[config.mk]
export PLATFORM = sky130hd
export DESIGN_NAME = vga_timing_gen
export DESIGN_NICKNAME = d
export VERILOG_FILES = /design/src/rtl/vga_timing_gen.sv
export SDC_FILE = /design/constraint.sdc
export NUM_CORES = 1
export LEC_CHECK = 0
export CORE_AREA = 3 3 96 98
export CTS_BUF_LIST = sky130_fd_sc_hd__clkbuf_4
export CTS_CLUSTER_DIAMETER = 40
export DETAILED_ROUTE_END_ITERATION = 10
export DIE_AREA = 0 0 99 101
export PLACE_DENSITY = 0.62
export SYNTH_ARGS = -nofsm -noshare
export SYNTH_HDL_FRONTEND = slang
export SYNTH_SLANG_ARGS = --single-unit
[constraint.sdc]
create_clock -name clk -period 5.1 [get_ports clk]
set_input_delay 1.53 -clock clk [delete_from_list [all_inputs] [get_ports clk]]
set_output_delay 1.53 -clock clk [all_outputs]
set_load 0.01 [all_outputs]
[src/rtl/vga_timing_gen.sv]
// rtl/vga_timing_gen.sv - raster timing generator with registered syncs, DE, coordinates and a look-ahead fetch stream
module vga_timing_gen #(
    parameter int H_ACTIVE   = 640,
    parameter int H_FP       = 16,
    parameter int H_SYNC     = 96,
    parameter int H_BP       = 48,
    parameter int V_ACTIVE   = 480,
    parameter int V_FP       = 10,
    parameter int V_SYNC     = 2,
    parameter int V_BP       = 33,
    parameter int HSYNC_POL  = 0,
    parameter int VSYNC_POL  = 0,
    parameter int FETCH_LEAD = 2
) (
    input  logic       clk,
    input  logic       rst_n,
    input  logic       enable,
    output logic       hsync,
    output logic       vsync,
    output logic       de,
    output logic [9:0] x,
    output logic [9:0] y,
    output logic       line_start,
    output logic       frame_start,
    output logic       fetch_valid,
    output logic [9:0] fetch_x,
    output logic [9:0] fetch_y
);
    localparam int H_TOTAL = H_ACTIVE + H_FP + H_SYNC + H_BP;
    localparam int V_TOTAL = V_ACTIVE + V_FP + V_SYNC + V_BP;

    localparam logic [10:0] H_TOT_W   = 11'(H_TOTAL);
    localparam logic [10:0] H_ACT_W   = 11'(H_ACTIVE);
    localparam logic [10:0] V_ACT_W   = 11'(V_ACTIVE);
    localparam logic [10:0] HS_BEG_W  = 11'(H_ACTIVE + H_FP);
    localparam logic [10:0] HS_END_W  = 11'(H_ACTIVE + H_FP + H_SYNC);
    localparam logic [10:0] VS_BEG_W  = 11'(V_ACTIVE + V_FP);
    localparam logic [10:0] VS_END_W  = 11'(V_ACTIVE + V_FP + V_SYNC);
    localparam logic [10:0] LEAD_W    = 11'(FETCH_LEAD);
    localparam logic [9:0]  H_LAST    = 10'(H_TOTAL - 1);
    localparam logic [9:0]  V_LAST    = 10'(V_TOTAL - 1);
    localparam logic        HS_ON     = 1'(HSYNC_POL);
    localparam logic        VS_ON     = 1'(VSYNC_POL);

    if (H_TOTAL > 1024 || V_TOTAL > 1024) begin : g_size_check
        $error("vga_timing_gen: H_TOTAL and V_TOTAL must not exceed 1024");
    end
    if (FETCH_LEAD < 1 || FETCH_LEAD > H_FP + H_SYNC + H_BP) begin : g_lead_check
        $error("vga_timing_gen: FETCH_LEAD must lie in 1..H_FP+H_SYNC+H_BP");
    end

    logic       running_q, running_d;
    logic [9:0] x_q, x_d;
    logic [9:0] y_q, y_d;
    logic       hsync_q, hsync_d;
    logic       vsync_q, vsync_d;
    logic       de_q, de_d;
    logic       line_start_q, line_start_d;
    logic       frame_start_q, frame_start_d;
    logic       fetch_valid_q, fetch_valid_d;
    logic [9:0] fetch_x_q, fetch_x_d;
    logic [9:0] fetch_y_q, fetch_y_d;

    logic [10:0] fetch_sum;
    logic [9:0]  ahead_x;
    logic [9:0]  ahead_y;

    // Outputs are decoded from the next position so that, once registered,
    // every output describes the same (x, y) that the position flops show.
    always_comb begin
        running_d = running_q;
        x_d       = x_q;
        y_d       = y_q;
        if (!enable) begin
            running_d = 1'b0;
            x_d       = '0;
            y_d       = '0;
        end else if (!running_q) begin
            running_d = 1'b1;
            x_d       = '0;
            y_d       = '0;
        end else if (x_q == H_LAST) begin
            x_d = '0;
            y_d = (y_q == V_LAST) ? 10'd0 : y_q + 10'd1;
        end else begin
            x_d = x_q + 10'd1;
        end

        // FETCH_LEAD never exceeds the blanking width, so at most one line wrap.
        fetch_sum = {1'b0, x_d} + LEAD_W;
        if (fetch_sum >= H_TOT_W) begin
            ahead_x = 10'(fetch_sum - H_TOT_W);
            ahead_y = (y_d == V_LAST) ? 10'd0 : y_d + 10'd1;
        end else begin
            ahead_x = fetch_sum[9:0];
            ahead_y = y_d;
        end

        hsync_d       = ~HS_ON;
        vsync_d       = ~VS_ON;
        de_d          = 1'b0;
        line_start_d  = 1'b0;
        frame_start_d = 1'b0;
        fetch_valid_d = 1'b0;
        fetch_x_d     = '0;
        fetch_y_d     = '0;
        if (running_d) begin
            de_d          = ({1'b0, x_d} < H_ACT_W) && ({1'b0, y_d} < V_ACT_W);
            hsync_d       = (({1'b0, x_d} >= HS_BEG_W) && ({1'b0, x_d} < HS_END_W)) ? HS_ON : ~HS_ON;
            vsync_d       = (({1'b0, y_d} >= VS_BEG_W) && ({1'b0, y_d} < VS_END_W)) ? VS_ON : ~VS_ON;
            line_start_d  = (x_d == 10'd0);
            frame_start_d = (x_d == 10'd0) && (y_d == 10'd0);
            fetch_valid_d = ({1'b0, ahead_x} < H_ACT_W) && ({1'b0, ahead_y} < V_ACT_W);
            fetch_x_d     = fetch_valid_d ? ahead_x : fetch_x_q;
            fetch_y_d     = fetch_valid_d ? ahead_y : fetch_y_q;
        end
    end

    always_ff @(posedge clk or negedge rst_n) begin
        if (!rst_n) begin
            running_q     <= 1'b0;
            x_q           <= '0;
            y_q           <= '0;
            hsync_q       <= ~HS_ON;
            vsync_q       <= ~VS_ON;
            de_q          <= 1'b0;
            line_start_q  <= 1'b0;
            frame_start_q <= 1'b0;
            fetch_valid_q <= 1'b0;
            fetch_x_q     <= '0;
            fetch_y_q     <= '0;
        end else begin
            running_q     <= running_d;
            x_q           <= x_d;
            y_q           <= y_d;
            hsync_q       <= hsync_d;
            vsync_q       <= vsync_d;
            de_q          <= de_d;
            line_start_q  <= line_start_d;
            frame_start_q <= frame_start_d;
            fetch_valid_q <= fetch_valid_d;
            fetch_x_q     <= fetch_x_d;
            fetch_y_q     <= fetch_y_d;
        end
    end

    assign hsync       = hsync_q;
    assign vsync       = vsync_q;
    assign de          = de_q;
    assign x           = x_q;
    assign y           = y_q;
    assign line_start  = line_start_q;
    assign frame_start = frame_start_q;
    assign fetch_valid = fetch_valid_q;
    assign fetch_x     = fetch_x_q;
    assign fetch_y     = fetch_y_q;

endmodule

==> out/results.txt, run 1 <==
Total GRT Usage: 0.184
Post-synth top area share: 0.335
FP Rows: 34
Fin. max-slew vios: 0
TritonCTS clock tree: yes
CP bufs+invs: 7
Number of global-route vias before repair: 3051
Post-synthesis instance total: 371
Yosys reg bits: 47
Post-synth EDFFs: 0
DIE AREA: 10000 µm²
Via count: 3129
Clock Tree Buf Depth: 2
Status: complete, no violations
Most frequent cells in the layout: clkdlybuf4s50_1 (47), dfrtp_1 (45), buf_4 (37), nand2_1 (31), nor2_1 (26)
Critical path cell sequence: clkdlybuf4s50_1 -> and2_1 -> buf_4 -> nand2_1 -> inv_1 -> ha_4 -> xor2_1 -> xnor2_1 -> nor4b_1 -> nand3_1 -> nor4_1 -> buf_4 -> nor3_2 -> o31ai_1 -> o41ai_1 -> buf_4 -> a211oi_4 -> clkbuf_16 -> buf_2 -> mux2_4
Placement Setup Slack: -0.333 ns
PortBufs: 48
Worst Path Required: 5.37 ns
PwrDens: 151 nW/µm²
Kind of critical path: input pin to register
Antenna violations before repair: 0
Vias per cell: 5.63
Post-layout min period: 4.89 ns
Worst Setup End Kind: register
Period utilization: 0.960
Actual slew at the worst max-slew pin: 1.10 ns
Clock latency on the worst-skew pair: 0.38 ns
Fillers: 794
Placer Congestion: 0.879
CP Launch Type: input pin
Critical path peak fanout: 5
Placed cell count: 541
CP max stage delay: 0.47 ns
Routed len/inst: 16.6 µm
Hpwl dp: 6600 µm
Num CTS Buffers: 5
Reg clk slew, reported paths: 0.16 ns
Global-route wire length before repair: 15100 µm
Main synth FF type: dfrtp_1
Maxcap violations: 0
Clock skew: 0.0219 ns
Layout cells sized above 1: 0.199
Post-Route WL: 9210 µm
CP arrival: 5.16 ns
Post-synth top area cell: dfrtp_1
N_diodes: 0
CP top delay family: buffers and inverters
Netlist cell types: 67
Final hold violations: 0
# clock sinks: 47
Starting density of the core: 0.393
Final setup TNS: 0 ns
Final ANT Viol Nets: 0
DIE WIDTH: 99 µm
Largest net degree at the start of global routing: 48
CP most frequent cell: buf_4
Yosys warns: 0
Most common cell after layout, fill and taps aside: clkdlybuf4s50_1
First-pass DRT Iterations: 5
Hold Crit Class: register to register
Final core occ: 0.510
Die height: 101 µm
Maximum clock rate: 204 MHz
CTS H-tree depth: 2
Final non-filler cell total: 556
Asr flop ratio synth: 1.00
Remaining Overflow, GRT: 0
Relative slew slack: 0.268
Layout Nets: 458
Mapped Area: 3360 µm²
Area grow syn2layout: 29.9%
Syn nets: 382
Seq/Total Area, Yosys: 0.351
LEAKAGE: 1.81 nW
Area contributors post-synth: dfrtp_1 (34%), mux2_4 (4.5%), xnor2_1 (3.6%)
Peak supply drop: 81.7 µV
Syn Area/Cell: 9.06 µm²
Total core area: 8550 µm²
DRC Markers: 0
Final setup margin: 0.206 ns
Number of DRC markers in iteration 0: 213
Clock root buffer: clkbuf_4
Slowest CP cell: clkdlybuf4s50_1
Endpoints failing setup: 0
I/O Pins: 49
-- synth_stat cells (3+ instances only) --
master	number
mux2_4	10
nor2_1	26
mux2i_1	8
o211ai_1	5
o21a_1	3
o21ai_0	19
xor2_1	8
buf_2	7
ha_1	8
nand4b_1	4
xnor2_1	14
a31oi_1	6
nand3_1	18
mux2_1	4
or4_1	5
nand4_1	10
nor4b_1	3
a211oi_1	3
or2_2	3
nor3_1	11
a21oi_1	7
and3_1	4
clkbuf_1	9
nand2b_1	3
inv_1	19
dfrtp_1	45
nor4_1	10
o31ai_1	7
nor2b_1	3
and2_1	6
or3_1	5
nand2_1	31
-- per-stage QoR --
stage / power [mW] / hold WS, ns / area [µm²]
global route: 0.683 / 0.548 / 4360
global placement: 0.427 / 0.480 / 4140
floorplan: 0.402 / 0.529 / 3360
CTS: 0.666 / 0.524 / 4220
detailed placement: 0.428 / 0.478 / 4140
finish: 0.659 / 0.519 / 4360
-- kinds of logic (layout without fill, tap and decap cells) --
family | Yosys count | in the layout | share of synthesized area
xor gates and xnor gates | 22 | 22 | 0.0574
adders and majority gates | 8 | 8 | 0.0298
AOI/OAI and AO/OA | 77 | 77 | 0.171
muxes | 24 | 24 | 0.0894
DFF | 47 | 47 | 0.351
and+or+nand+nor | 153 | 153 | 0.249
buffers and inverters | 40 | 117 | 0.0521
-- what timing repair did --
action                                  CTS  global route
buffers inserted                          0             6
hold buffers                              0             0
gates resized for setup                   0            17
endpoints found under the setup margin    0            21
-- routing by layer --
layer,track usage,up-vias,wire length (µm)
li1,-,1517,-
met1,0.267,1489,4240
met2,0.279,112,4290
met3,0.0311,11,540
met4,0.0557,0,137
met5,0,-,0
-- worst reg2reg max path: cells and delay by family, from the launching register on --
kind | cells | cell delay, ns
simple gates | 3 | 1.39
compound gates | 6 | 1.23
buf+inv | 4 | 0.75
flops | 1 | 0.54
fa+ha+maj | 1 | 0.41
mux | 1 | 0.31
-- registers in the layout (all words and copies together), names as in the netlist --
name	cells
fetch_valid	1
vsync	1
hsync	1
line_start	1
x	10
fetch_x	10
y	10
de	1
frame_start	1
fetch_y	10
running_q	1
-- final timing paths --
kind | from | endpoint | slack [ns] | cells past startpoint
max in group asynchronous | rst_n | y[6] | 3.07 | 1
min | fetch_x[8] | fetch_x[8] | 0.52 | 1
max reg2reg | x[0] | fetch_y[8] | 0.37 | 15
min reg2reg | fetch_x[8] | fetch_x[8] | 0.52 | 1
max | enable | fetch_y[8] | 0.21 | 20
min in group asynchronous | rst_n | y[9] | 1.33 | 1
-- cell type report --
cell class	instances	area, µm²	share of cell area
Tap cell	108	135	0.0310
Clock buffer	6	45.0	0.0103
Sequential cell	47	1180	0.270
Timing Repair Buffer	88	803	0.184
Multi-Input combinational cell	284	2080	0.478
Clock inverter	2	37.5	0.00860
Inverter	21	78.8	0.0181
-- where the power goes --
group	internal, mW	total (mW)	switching (mW)
Combinational	0.0161	0.0405	0.0244
Sequential	0.377	0.381	0.00364
Clock	0.109	0.238	0.129
Total	0.502	0.659	0.157
No activity file was read; power rests on OpenSTA's default activity.
==> run 2: changes to the inputs <==
- ABC_AREA: default -> 1
- CORE_AREA: 3 3 96 98 -> 3 3 98 100
- CTS_CLUSTER_SIZE: default -> 28
- DIE_AREA: 0 0 99 101 -> 0 0 101 103
- PLACE_DENSITY: 0.62 -> 0.61
==> run 2 against run 1 <==
Net effect: sequential share of layout area grew 1.7 points; critical path type unchanged; critical path depth rose by 4; count of clock-buffer cells in the layout fell by 1; area after synthesis grew 3.6%; core utilization down 4.3 points; sequential cell count did not move; setup slack improved by 0.20 ns; clock skew decreased by 0.0086 ns; combinational power fell by 5.7%; sequential power about the same; highest routed layer unchanged; clock power fell by 3%; non-clock buffer count decreased by 35.
==> out/results.txt, run 2 <==
Total GRT Usage: 0.174 (was 0.184)
# clock sinks: 47 (unchanged)
Final ANT Viol Nets: 0 (unchanged)
Seq/Total Area, Yosys: 0.339 (was 0.351)
Placement Setup Slack: -0.0536 ns (was -0.333 ns)
Kind of critical path: input pin to register (unchanged)
Syn Area/Cell: 7.37 µm² (was 9.06 µm²)
Post-synth top area share: 0.324 (was 0.335)
Worst Path Required: 5.36 ns (was 5.37 ns)
Mapped Area: 3480 µm² (was 3360 µm²)
PortBufs: 48 (unchanged)
Fillers: 899 (was 794)
Reg2reg end: fetch_y[1] (was fetch_y[8])
Total core area: 8760 µm² (was 8550 µm²)
Num CTS Buffers: 5 (unchanged)
Antenna violations before repair: 0 (unchanged)
Reg2Reg Depth: 25 (was 15)
DIE WIDTH: 101 µm (was 99 µm)
Critical path peak fanout: 21 (was 5)
Most common cell after layout, fill and taps aside: nand2_1 (was clkdlybuf4s50_1)
Register area: 1180 µm² (unchanged)
Number of DRC markers in iteration 0: 100 (was 213)
Netlist cell types: 40 (was 67)
Most frequent cells after synthesis: nand2_1 (137), inv_1 (56), dfrtp_1 (45), nand3_1 (43) (was dfrtp_1 (45), nand2_1 (31), nor2_1 (26), inv_1 (19), o21ai_0 (19))
Via count: 3181 (was 3129)
Placed cell count: 621 (was 541)
Post CTS Setup Buffer Count: 0 (unchanged)
RSZ-0062 raised after global routing: no
Number of global-route vias before repair: 3104 (was 3051)
Post-Route WL: 8440 µm (was 9210 µm)
Final Power: 650 µW (was 659 µW)
Largest net degree at the start of global routing: 48 (unchanged)
Actual slew at the worst max-slew pin: 1.04 ns (was 1.10 ns)
Worst Setup End Kind: register (unchanged)
Routed len/inst: 13.4 µm (was 16.6 µm)
Endpoints failing setup: 0 (unchanged)
DIE AREA: 10400 µm² (was 10000 µm²)
Maximum clock rate: 213 MHz (was 204 MHz)
Relative slew slack: 0.305 (was 0.268)
DRC Markers: 0 (unchanged)
Final non-filler cell total: 629 (was 556)
Post-synth EDFFs: 0 (unchanged)
Area grow syn2layout: 17.8% (was 29.9%)
Hold Crit Class: register to register (unchanged)
Mux share of post-synthesis cell area: 0 (was 0.0894)
Final hold violations: 0 (unchanged)
Clock Tree Buf Depth: 2 (unchanged)
Yosys reg bits: 47 (unchanged)
Period utilization: 0.920 (was 0.960)
TritonCTS clock tree: yes (unchanged)
Starting density of the core: 0.397 (was 0.393)
Die height: 103 µm (was 101 µm)
R2R Path Start: x[0] (unchanged)
Post-synthesis instance total: 472 (was 371)
Global-route wire length before repair: 14600 µm (was 15100 µm)
Main combinational cell family by area after synthesis: simple AND/OR/NAND/NOR gates (unchanged)
Final core occ: 0.468 (was 0.510)
Vias per cell: 5.06 (was 5.63)
Post-layout min period: 4.69 ns (was 4.89 ns)
Main synth FF type: dfrtp_1 (unchanged)
Xor and xnor area share after synthesis: 0.0151 (was 0.0574)
PwrDens: 159 nW/µm² (was 151 nW/µm²)
Area contributors post-synth: dfrtp_1 (32%), nand2_1 (15%), nand3_1 (6.2%) (was dfrtp_1 (34%), mux2_4 (4.5%), xnor2_1 (3.6%))
Peak supply drop: 80.6 µV (was 81.7 µV)
Yosys warns: 0 (unchanged)
FP Rows: 34 (unchanged)
CP Launch Type: input pin (unchanged)
Setup crit start: enable (unchanged)
Final setup margin: 0.407 ns (was 0.206 ns)
Layout Nets: 531 (was 458)
Reg2Reg Setup Slack: 1.20 ns (was 0.37 ns)
CP arrival: 4.96 ns (was 5.16 ns)
Simple-Gate Fraction of Synth Area: 0.472 (was 0.249)
Status: complete, no violations (unchanged)
Final setup TNS: 0 ns (unchanged)
Fin. max-slew vios: 0 (unchanged)
LEAKAGE: 2.03 nW (was 1.81 nW)
Adder and majority cell fraction of the synthesized area: 0.0288 (was 0.0298)
Placer Congestion: 0.909 (was 0.879)
Most frequent cells in the layout: nand2_1 (137), inv_1 (56), clkdlybuf4s50_1 (47), dfrtp_1 (45), nand3_1 (43) (was clkdlybuf4s50_1 (47), dfrtp_1 (45), buf_4 (37), nand2_1 (31), nor2_1 (26))
Asr flop ratio synth: 1.00 (unchanged)
Complex-gate fraction of the synthesized area: 0.0363 (was 0.171)
Reg clk slew, reported paths: 0.15 ns (was 0.16 ns)
I/O Pins: 49 (unchanged)
Cts hold-fix bufs: 0 (unchanged)
First-pass DRT Iterations: 5 (unchanged)
CP Capture Point: fetch_y[1] (was fetch_y[8])
Syn nets: 483 (was 382)
CTS H-tree depth: 2 (unchanged)
N_diodes: 0 (unchanged)
Footprint of the multi-input gates: 1930 µm² (was 2080 µm²)
Layout cells sized above 1: 0.171 (was 0.199)
Clock skew: 0.0134 ns (was 0.0219 ns)
Clock root buffer: clkbuf_4 (unchanged)
Hpwl dp: 6660 µm (was 6600 µm)
Most common cell in the netlist: nand2_1 (was dfrtp_1)
Maxcap violations: 0 (unchanged)
Post-synth top area cell: dfrtp_1 (unchanged)
Clock latency on the worst-skew pair: 0.36 ns (was 0.38 ns)
Remaining Overflow, GRT: 0 (unchanged)
-- run 2: cell types whose count changed after synthesis, moves of 11 or more --
cell / before / now
nand4_1: 10 / 30
xnor2_1: 14 / 1
nand3_1: 18 / 43
nand2_1: 31 / 137
nand2_2: 0 / 21
inv_1: 19 / 56
nor2_2: 0 / 11
-- run 2: metrics by stage --
| step | cell area (µm²) | hold WS, ns |
|---|---|---|
| floorplan | 3480 | 0.502 |
| detailed placement | 4010 | 0.460 |
| global route | 4100 | 0.526 |
| CTS | 4090 | 0.496 |
| finish | 4100 | 0.493 |
| global placement | 4010 | 0.462 |
-- run 2: worst max-delay path, stage by stage --
cell and delay, ns:
clkdlybuf4s50_1 0.50, nand2_2 0.08, clkinv_2 0.16, nand2_8 0.10, nor2_1 0.23, ha_1 0.22
inv_1 0.06, nor2_2 0.13, nand2_1 0.09, nand2_1 0.07, nand2_1 0.07, inv_1 0.12
ha_1 0.21, nand3_1 0.12, nand3_2 0.09, nand2_2 0.06, clkinv_4 0.07, nand2_4 0.13
nand2_1 0.10, nand2_1 0.07, o21ai_1 0.28, nand3_4 0.27, nand2_1 0.12, nand2_1 0.06
-- run 2: routing by layer --
layer	vias to the layer above	global-route usage	wire, µm
li1	1614	-	-
met1	1483	0.228	3930
met2	68	0.304	4050
met3	16	0.0230	306
met4	0	0.0470	153
met5	-	0	0
-- run 2: timing repair --
action                     4_1_cts  5_1_grt
setup endpoints to repair        0       21
resized for setup                0        1
hold endpoints to repair         0        0
-- run 2: cells by family (layout without fill, tap and decap cells) --
logic type	count (synthesis)	after routing
fa+ha+maj	8	8
buf+inv	80	129
flops	47	47
compound gates	19	19
xor+xnor	6	6
simple gates	312	312
-- run 2: report_power, final --
| part | internal (mW) | switching [mW] | leakage, nW | total [mW] |
|---|---|---|---|---|
| Combinational | 0.0133 | 0.0249 | 1.34 | 0.0382 |
| Clock | 0.103 | 0.128 | 0.0452 | 0.232 |
| Sequential | 0.377 | 0.00293 | 0.635 | 0.380 |
| Total | 0.494 | 0.156 | 2.03 | 0.650 |
-- run 2: final cells by class --
type,count,share of cell area
Sequential cell,47,0.288
Multi-Input combinational cell,345,0.471
Inverter,68,0.0638
Timing Repair Buffer,53,0.125
Clock inverter,3,0.0107
Clock buffer,5,0.00916
Tap cell,108,0.0330
-- run 2: worst min path at each step --
stage,startpoint,endpoint,slack (ns),depth (start not counted)
3_3_place_gp,fetch_y[9],fetch_y[9],0.46,2
5_1_grt,fetch_y[8],fetch_y[8],0.53,2
2_1_floorplan,fetch_y[9],fetch_y[9],0.50,2
4_1_cts,fetch_y[9],fetch_y[9],0.50,2
3_5_place_dp,fetch_y[9],fetch_y[9],0.46,2
6_report,fetch_x[5],fetch_x[5],0.49,2
